==> config.mk <==
export PLATFORM = sky130hd
export DESIGN_NAME = button_cmd_reader_flat
export DESIGN_NICKNAME = d
export VERILOG_FILES = /design/src/rtl/button_cmd_reader_if.sv /design/src/rtl/button_cmd_reader.sv /design/src/flat_wrapper.sv
export SDC_FILE = /design/constraint.sdc
export NUM_CORES = 1
export LEC_CHECK = 0
export CORE_MARGIN = 3
export CORE_UTILIZATION = 35
export DETAILED_ROUTE_END_ITERATION = 8
export HOLD_SLACK_MARGIN = 0.02
export SLEW_MARGIN = 20
export SYNTH_ARGS = -nofsm -noshare
export SYNTH_HDL_FRONTEND = slang
export SYNTH_SLANG_ARGS = --single-unit
export TNS_END_PERCENT = 30
==> constraint.sdc <==
create_clock -name clk -period 2.4 [get_ports clk]
set_input_delay 0.24 -clock clk [delete_from_list [all_inputs] [get_ports clk]]
set_output_delay 0.24 -clock clk [all_outputs]
set_load 0.05 [all_outputs]
==> src/rtl/button_cmd_reader_if.sv <==
// Push-button inputs and signed command outputs of the button command reader.
// The bench or board side uses master; the reader uses slave.
interface button_cmd_reader_if;
  logic               btn_up_n;
  logic               btn_dn_n;
  logic               btn_zero_n;
  logic signed [15:0] cmd_out;
  logic               cmd_vld;
  logic               up_held;
  logic               dn_held;

  modport master (
    output btn_up_n, btn_dn_n, btn_zero_n,
    input  cmd_out, cmd_vld, up_held, dn_held
  );

  modport slave (
    input  btn_up_n, btn_dn_n, btn_zero_n,
    output cmd_out, cmd_vld, up_held, dn_held
  );
endinterface

==> src/rtl/button_cmd_reader.sv <==
// Push-buttons to signed 16-bit command: sync, debounce, hold-to-repeat and a
// saturating accumulator. One debounce lane per button, one repeat lane per direction.

module btn_debounce #(
  parameter int DB_CNT = 1000000
) (
  input  logic clk,
  input  logic rst_n,
  input  logic raw_n,
  output logic pressed
);
  localparam int DBW = (DB_CNT > 1) ? $clog2(DB_CNT) : 1;

  logic [1:0]     sync;
  logic [DBW-1:0] cnt;
  logic           lvl;

  assign lvl = ~sync[1];

  // pressed only follows lvl after DB_CNT consecutive clocks of disagreement
  always_ff @(posedge clk or negedge rst_n) begin
    if (!rst_n) begin
      sync    <= 2'b11;
      cnt     <= '0;
      pressed <= 1'b0;
    end else begin
      sync <= {sync[0], raw_n};
      if (lvl == pressed) begin
        cnt <= '0;
      end else if (cnt == DBW'(DB_CNT - 1)) begin
        pressed <= lvl;
        cnt     <= '0;
      end else begin
        cnt <= cnt + DBW'(1);
      end
    end
  end
endmodule

module btn_repeat #(
  parameter int REP_DLY = 25000000,
  parameter int REP_PER = 5000000
) (
  input  logic clk,
  input  logic rst_n,
  input  logic pressed,
  output logic step
);
  localparam int TMAX = (REP_DLY > REP_PER) ? REP_DLY : REP_PER;
  localparam int TW   = (TMAX > 1) ? $clog2(TMAX) : 1;

  typedef enum logic [1:0] {IDLE, FIRST, RPT} state_t;

  state_t        state;
  logic [TW-1:0] tmr;

  always_ff @(posedge clk or negedge rst_n) begin
    if (!rst_n) begin
      state <= IDLE;
      tmr   <= '0;
      step  <= 1'b0;
    end else begin
      step <= 1'b0;
      case (state)
        IDLE: begin
          tmr <= '0;
          if (pressed) begin
            state <= FIRST;
            step  <= 1'b1;
          end
        end
        FIRST: begin
          if (!pressed) begin
            state <= IDLE;
            tmr   <= '0;
          end else if (tmr == TW'(REP_DLY - 1)) begin
            state <= RPT;
            tmr   <= '0;
            step  <= 1'b1;
          end else begin
            tmr <= tmr + TW'(1);
          end
        end
        RPT: begin
          if (!pressed) begin
            state <= IDLE;
            tmr   <= '0;
          end else if (tmr == TW'(REP_PER - 1)) begin
            tmr  <= '0;
            step <= 1'b1;
          end else begin
            tmr <= tmr + TW'(1);
          end
        end
        default: begin
          state <= IDLE;
          tmr   <= '0;
        end
      endcase
    end
  end
endmodule

module button_cmd_reader #(
  parameter int                 DB_CNT  = 1000000,
  parameter int                 REP_DLY = 25000000,
  parameter int                 REP_PER = 5000000,
  parameter logic signed [15:0] STEP    = 16'sh0100,
  parameter logic signed [15:0] LIMIT   = 16'sh7F00
) (
  input logic                 clk,
  input logic                 rst_n,
  button_cmd_reader_if.slave  bus
);
  localparam int NUM_BTN = 3;   // lane 0 up, 1 down, 2 zero
  localparam int NUM_RPT = 2;
  localparam logic signed [16:0] LIM_P  = {LIMIT[15], LIMIT};
  localparam logic signed [16:0] LIM_N  = -LIM_P;
  localparam logic signed [16:0] STEP17 = {STEP[15], STEP};

  logic [NUM_BTN-1:0] raw_n;
  logic [NUM_BTN-1:0] pressed;
  logic [NUM_RPT-1:0] step;

  assign raw_n = {bus.btn_zero_n, bus.btn_dn_n, bus.btn_up_n};

  for (genvar i = 0; i < NUM_BTN; i++) begin : g_db
    btn_debounce #(.DB_CNT(DB_CNT)) u_db (
      .clk     (clk),
      .rst_n   (rst_n),
      .raw_n   (raw_n[i]),
      .pressed (pressed[i])
    );
  end

  for (genvar i = 0; i < NUM_RPT; i++) begin : g_rep
    btn_repeat #(.REP_DLY(REP_DLY), .REP_PER(REP_PER)) u_rep (
      .clk     (clk),
      .rst_n   (rst_n),
      .pressed (pressed[i]),
      .step    (step[i])
    );
  end

  // Zero is registered like the step events so all three share the same latency
  logic zero_prev, zero_ev;

  always_ff @(posedge clk or negedge rst_n) begin
    if (!rst_n) begin
      zero_prev <= 1'b0;
      zero_ev   <= 1'b0;
    end else begin
      zero_prev <= pressed[2];
      zero_ev   <= pressed[2] & ~zero_prev;
    end
  end

  logic signed [15:0] cmd_q, cmd_nxt;
  logic signed [16:0] sum_up, sum_dn;
  logic               vld_q, up_q, dn_q;

  // 17-bit arithmetic keeps the pre-clamp value from wrapping
  always_comb begin
    sum_up  = {cmd_q[15], cmd_q} + STEP17;
    sum_dn  = {cmd_q[15], cmd_q} - STEP17;
    cmd_nxt = cmd_q;
    if (zero_ev)
      cmd_nxt = '0;
    else if (step[0] && step[1])
      cmd_nxt = cmd_q;
    else if (step[0])
      cmd_nxt = (sum_up > LIM_P) ? LIM_P[15:0] : sum_up[15:0];
    else if (step[1])
      cmd_nxt = (sum_dn < LIM_N) ? LIM_N[15:0] : sum_dn[15:0];
  end

  always_ff @(posedge clk or negedge rst_n) begin
    if (!rst_n) begin
      cmd_q <= '0;
      vld_q <= 1'b0;
      up_q  <= 1'b0;
      dn_q  <= 1'b0;
    end else begin
      cmd_q <= cmd_nxt;
      vld_q <= (cmd_nxt != cmd_q);
      up_q  <= pressed[0];
      dn_q  <= pressed[1];
    end
  end

  assign bus.cmd_out = cmd_q;
  assign bus.cmd_vld = vld_q;
  assign bus.up_held = up_q;
  assign bus.dn_held = dn_q;
endmodule

==> src/flat_wrapper.sv <==
// flat-port wrapper written by rule: the top's interface ports become plain ports
module button_cmd_reader_flat 
#(
  parameter int                 DB_CNT  = 1000000,
  parameter int                 REP_DLY = 25000000,
  parameter int                 REP_PER = 5000000,
  parameter logic signed [15:0] STEP    = 16'sh0100,
  parameter logic signed [15:0] LIMIT   = 16'sh7F00
)
  (clk, rst_n, bus_btn_up_n, bus_btn_dn_n, bus_btn_zero_n, bus_cmd_out, bus_cmd_vld, bus_up_held, bus_dn_held);
  button_cmd_reader_if bus_i ();
  input logic clk;
  input logic rst_n;
  input wire logic [$bits(bus_i.btn_up_n)-1:0] bus_btn_up_n;
  input wire logic [$bits(bus_i.btn_dn_n)-1:0] bus_btn_dn_n;
  input wire logic [$bits(bus_i.btn_zero_n)-1:0] bus_btn_zero_n;
  output wire logic [$bits(bus_i.cmd_out)-1:0] bus_cmd_out;
  output wire logic [$bits(bus_i.cmd_vld)-1:0] bus_cmd_vld;
  output wire logic [$bits(bus_i.up_held)-1:0] bus_up_held;
  output wire logic [$bits(bus_i.dn_held)-1:0] bus_dn_held;
  assign bus_i.btn_up_n = bus_btn_up_n;
  assign bus_i.btn_dn_n = bus_btn_dn_n;
  assign bus_i.btn_zero_n = bus_btn_zero_n;
  assign bus_cmd_out = bus_i.cmd_out;
  assign bus_cmd_vld = bus_i.cmd_vld;
  assign bus_up_held = bus_i.up_held;
  assign bus_dn_held = bus_i.dn_held;
  button_cmd_reader #(.DB_CNT(DB_CNT), .REP_DLY(REP_DLY), .REP_PER(REP_PER), .STEP(STEP), .LIMIT(LIMIT)) u_core (.clk(clk), .rst_n(rst_n), .bus(bus_i));
endmodule
==> results of run 1 <==
## state kept, by name, summed over array words and instances (netlist names), 2 cells and up
| name | cells |
|---|---|
| u_core.g_rep.u_rep.tmr | 50 |
| u_core.g_rep.u_rep.state | 4 |
| u_core.g_db.u_db.sync | 6 |
| u_core.g_rep.u_rep.step | 2 |
| u_core.bus.cmd_out | 16 |
| u_core.g_db.u_db.cnt | 60 |
| u_core.g_db.u_db.pressed | 3 |
## power breakdown
group          switching [mW]  leakage, nW  internal, mW
logic                  0.0747         1.45        0.0291
registers              0.0140         2.01          2.48
clock network            1.08        0.285          1.57
total                    1.16         3.74          4.08
## cell usage in the layout, fill, tap and decap left out, types with 23 or more instances in the layout
| master | Yosys | final |
|---|---|---|
| dfrtp_1 | 140 | 137 |
| nand4_1 | 24 | 24 |
| xnor2_1 | 45 | 45 |
| inv_1 | 26 | 24 |
| nor2_1 | 138 | 138 |
| nand2_1 | 49 | 49 |
| a21oi_1 | 33 | 31 |
| buf_4 | 6 | 31 |
| xor2_1 | 50 | 50 |
| nand3_1 | 49 | 49 |
| o21ai_0 | 26 | 26 |
| and3_1 | 24 | 23 |
## kinds of logic after synthesis
| family | synth area share (%) |
|---|---|
| adders and majority gates | 2.62 |
| and+or+nand+nor | 26.0 |
| buffers and inverters | 3.52 |
| DFF | 48.0 |
| xor gates and xnor gates | 10.9 |
| AOI/OAI and AO/OA | 8.64 |
| muxes | 0.393 |
## stage by stage
stage / utilization, % / hold slack, ns
4_1_cts: 42.1 / 0.200
6_report: 42.3 / 0.220
3_3_place_gp: 39.2 / 0.243
2_1_floorplan: - / -0.0556
3_5_place_dp: 39.2 / 0.247
5_1_grt: 42.3 / 0.201
## metal layers
layer | global-route usage, % | vias up
li1 | - | 2857
met1 | 18.3 | 2850
met2 | 21.8 | 144
met3 | 2.59 | 35
met4 | 5.59 | 0
met5 | 0 | -
## critical path: cells and delay by family, from the launching register on
family          cells  cell delay [ns]
buf+inv             1             0.05
flops               1             0.42
fa+ha+maj           1             0.16
compound gates      5             1.12
simple gates        2             0.41
## synth_stat cells, types with 3 or more instances
cell | number | share of area [%]
a211o_1 | 4 | 0.46
a21oi_1 | 33 | 2.2
a31oi_1 | 5 | 0.41
and2_1 | 15 | 1.2
and3_1 | 24 | 2.0
and4_1 | 11 | 1.3
buf_2 | 5 | 0.33
buf_4 | 6 | 0.59
buf_6 | 5 | 0.74
clkbuf_1 | 10 | 0.49
dfrtp_1 | 140 | 46
dfstp_2 | 6 | 2.1
ha_1 | 16 | 2.6
inv_1 | 26 | 1.3
mux2i_1 | 3 | 0.39
nand2_1 | 49 | 2.4
nand2b_1 | 4 | 0.33
nand3_1 | 49 | 3.2
nand4_1 | 24 | 2.0
nor2_1 | 138 | 6.8
nor2b_1 | 5 | 0.41
nor3_1 | 9 | 0.59
nor3b_1 | 4 | 0.39
nor4_1 | 8 | 0.66
nor4b_1 | 5 | 0.57
nor4bb_1 | 4 | 0.52
o2111ai_1 | 3 | 0.34
o21ai_0 | 26 | 1.7
or3_1 | 14 | 1.1
or4_1 | 3 | 0.30
xnor2_1 | 45 | 5.2
xor2_1 | 50 | 5.7
## worst paths after layout
check	start	endpoint	slack, ns	depth (start not counted)
setup / recovery	u_core.bus.cmd_out[8]	u_core.bus.cmd_vld	0.08	9
hold / removal	bus_btn_up_n	u_core.g_db[0].u_db.sync[0]	0.22	1
setup reg to reg	u_core.bus.cmd_out[8]	u_core.bus.cmd_vld	0.08	9
hold reg to reg	u_core.g_db[0].u_db.sync[0]	u_core.g_db[0].u_db.sync[1]	0.35	0
max in group asynchronous	rst_n	u_core.bus.cmd_out[10]	1.33	3
min in group asynchronous	rst_n	u_core.g_db[0].u_db.cnt[12]	0.35	2
## area by class of cell
class	instances	share of cell area (%)
multi-input cells	596	41.7
clock inverters	14	1.74
inverters	26	1.11
repair buffers	58	5.95
clock buffers	18	4.89
well taps	275	3.83
flip-flops and latches	146	40.8
## repair_timing
action	CTS	global route
hold endpoints to repair	47	0
cloned	0	0
pin swaps	1	6
buffers inserted	2	3
resized for setup	0	10
setup endpoints to repair	1	4
hold buffers	1	0
==> out/results.ini, run 1 <==
[timing]
setup_tns_ns = 0
rsz0062_at_grt = yes
setup_ws_ns = 0.0821
relSlewSlack_pct = 63.4
fin_crit_sh_pct = 96.6
setup_viol = 0
max_slew.worst_pin.slew_ns = 0.549
period_needed_ns = 2.32
finalMaxSlewViolations = 0
skew_ns = 0.00801
max_freq_mhz = 431
hold_viol = 0

[logic_synthesis]
synth_nets = 817
synth_edf_count = 0
avgSynthCellArea_um2 = 9.59
synth_cells = 796
ys_warn_count = 0
yosysUniqueCellTypes = 70
ys_async_sr_fraction_pct = 100
yosys_register_bits = 146
yosysSeqAreaShare_pct = 48.0
ys.flop_type = dfrtp_1
synth_area_um2 = 7630

[floorplanning]
rows = 53
io_pins = 24
initial_core_util_pct = 36.0
dieArea_um2 = 23600
die_h_um = 154
die_w_um = 154
fp.coreArea_um2 = 21200

[global_route]
grt_overflow = 0
grt.total_usage_pct = 13.7
grt_max_degree = 58
grt_first_pass_wirelength_um = 27400
antenna_found_initial = 0
grt_pass1_vias = 5816

[route]
drc = 0
routedWlPerCell_um = 13.7
drt-vias-per-instance = 5.20
drt_iter0_markers = 338
met1_length_um = 7290
drt_wl_total_um = 15500
dr_wl_met2_um = 7220
vias = 5886
routed-wl-met3_um = 632
top_layer = met4
antenna_left = 0
firstDrtPassIters = 5

[placed_design]
place.gp.congestion = 0.910
place_area_um2 = 8310
hpwl_um = 10600
portBuffers = 23
dpl.cell_count = 1095
pre_cts_ws_ns = -0.0133

[finish]
layout.nets = 866
stdcell_area_um2 = 8980
stdcell_count = 1133
register_area_um2 = 3660
n_antenna_cell = 0
layout-drive-gt1-share_pct = 12.4
layout-area-overhead-vs-synth_pct = 17.7
multi_input_area_um2 = 3740
fill_cells = 2060

[cts]
cts_num_sinks = 146
htree_num_levels = 4
cts_inserted_buffers = 17
cts_buffer_depth = 2
path_clk_slew_ns = 0.06
root_buffer = clkbuf_16
cts_tree = yes
clock_latency_ns = 0.42

[setup_path]
arrival_ns = 2.60
start_kind = flip-flop
critical_path.max_stage_delay_ns = 0.42
crit_chain = inv_4 -> ha_4 -> or2b_1 -> and3_4 -> a22oi_2 -> a31oi_1 -> a31o_1 -> a2111oi_2 -> o2111ai_1
worstPathMaxFanout = 6
critical_path.slowest_cell = dfrtp_2
end_kind = flip-flop
critPathKind = reg -> reg
worst_ep_required_time_ns = 2.68

[outcome]
status = completed

[run]
max_cap_violations = 0

[pwr]
powerDensity_nw_per_um2 = 584
leakagePower_nw = 3.74
p_total_mw = 5.25
peakVddDrop_uv = 436

[hold_path]
hold_path_class = in -> reg

No activity file was read; power rests on OpenSTA's default activity.
==> inputs of run 2 (changes only) <==
--- a/config.mk
+++ b/config.mk
@@ -7,6 +7,7 @@
 export LEC_CHECK = 0
 export CORE_MARGIN = 3
 export CORE_UTILIZATION = 35
+export CTS_CLUSTER_SIZE = 8
 export DETAILED_ROUTE_END_ITERATION = 8
 export HOLD_SLACK_MARGIN = 0.02
 export SLEW_MARGIN = 20
==> results of run 2 <==
The final DEF is identical to that of run 1; final timing and power are the same.
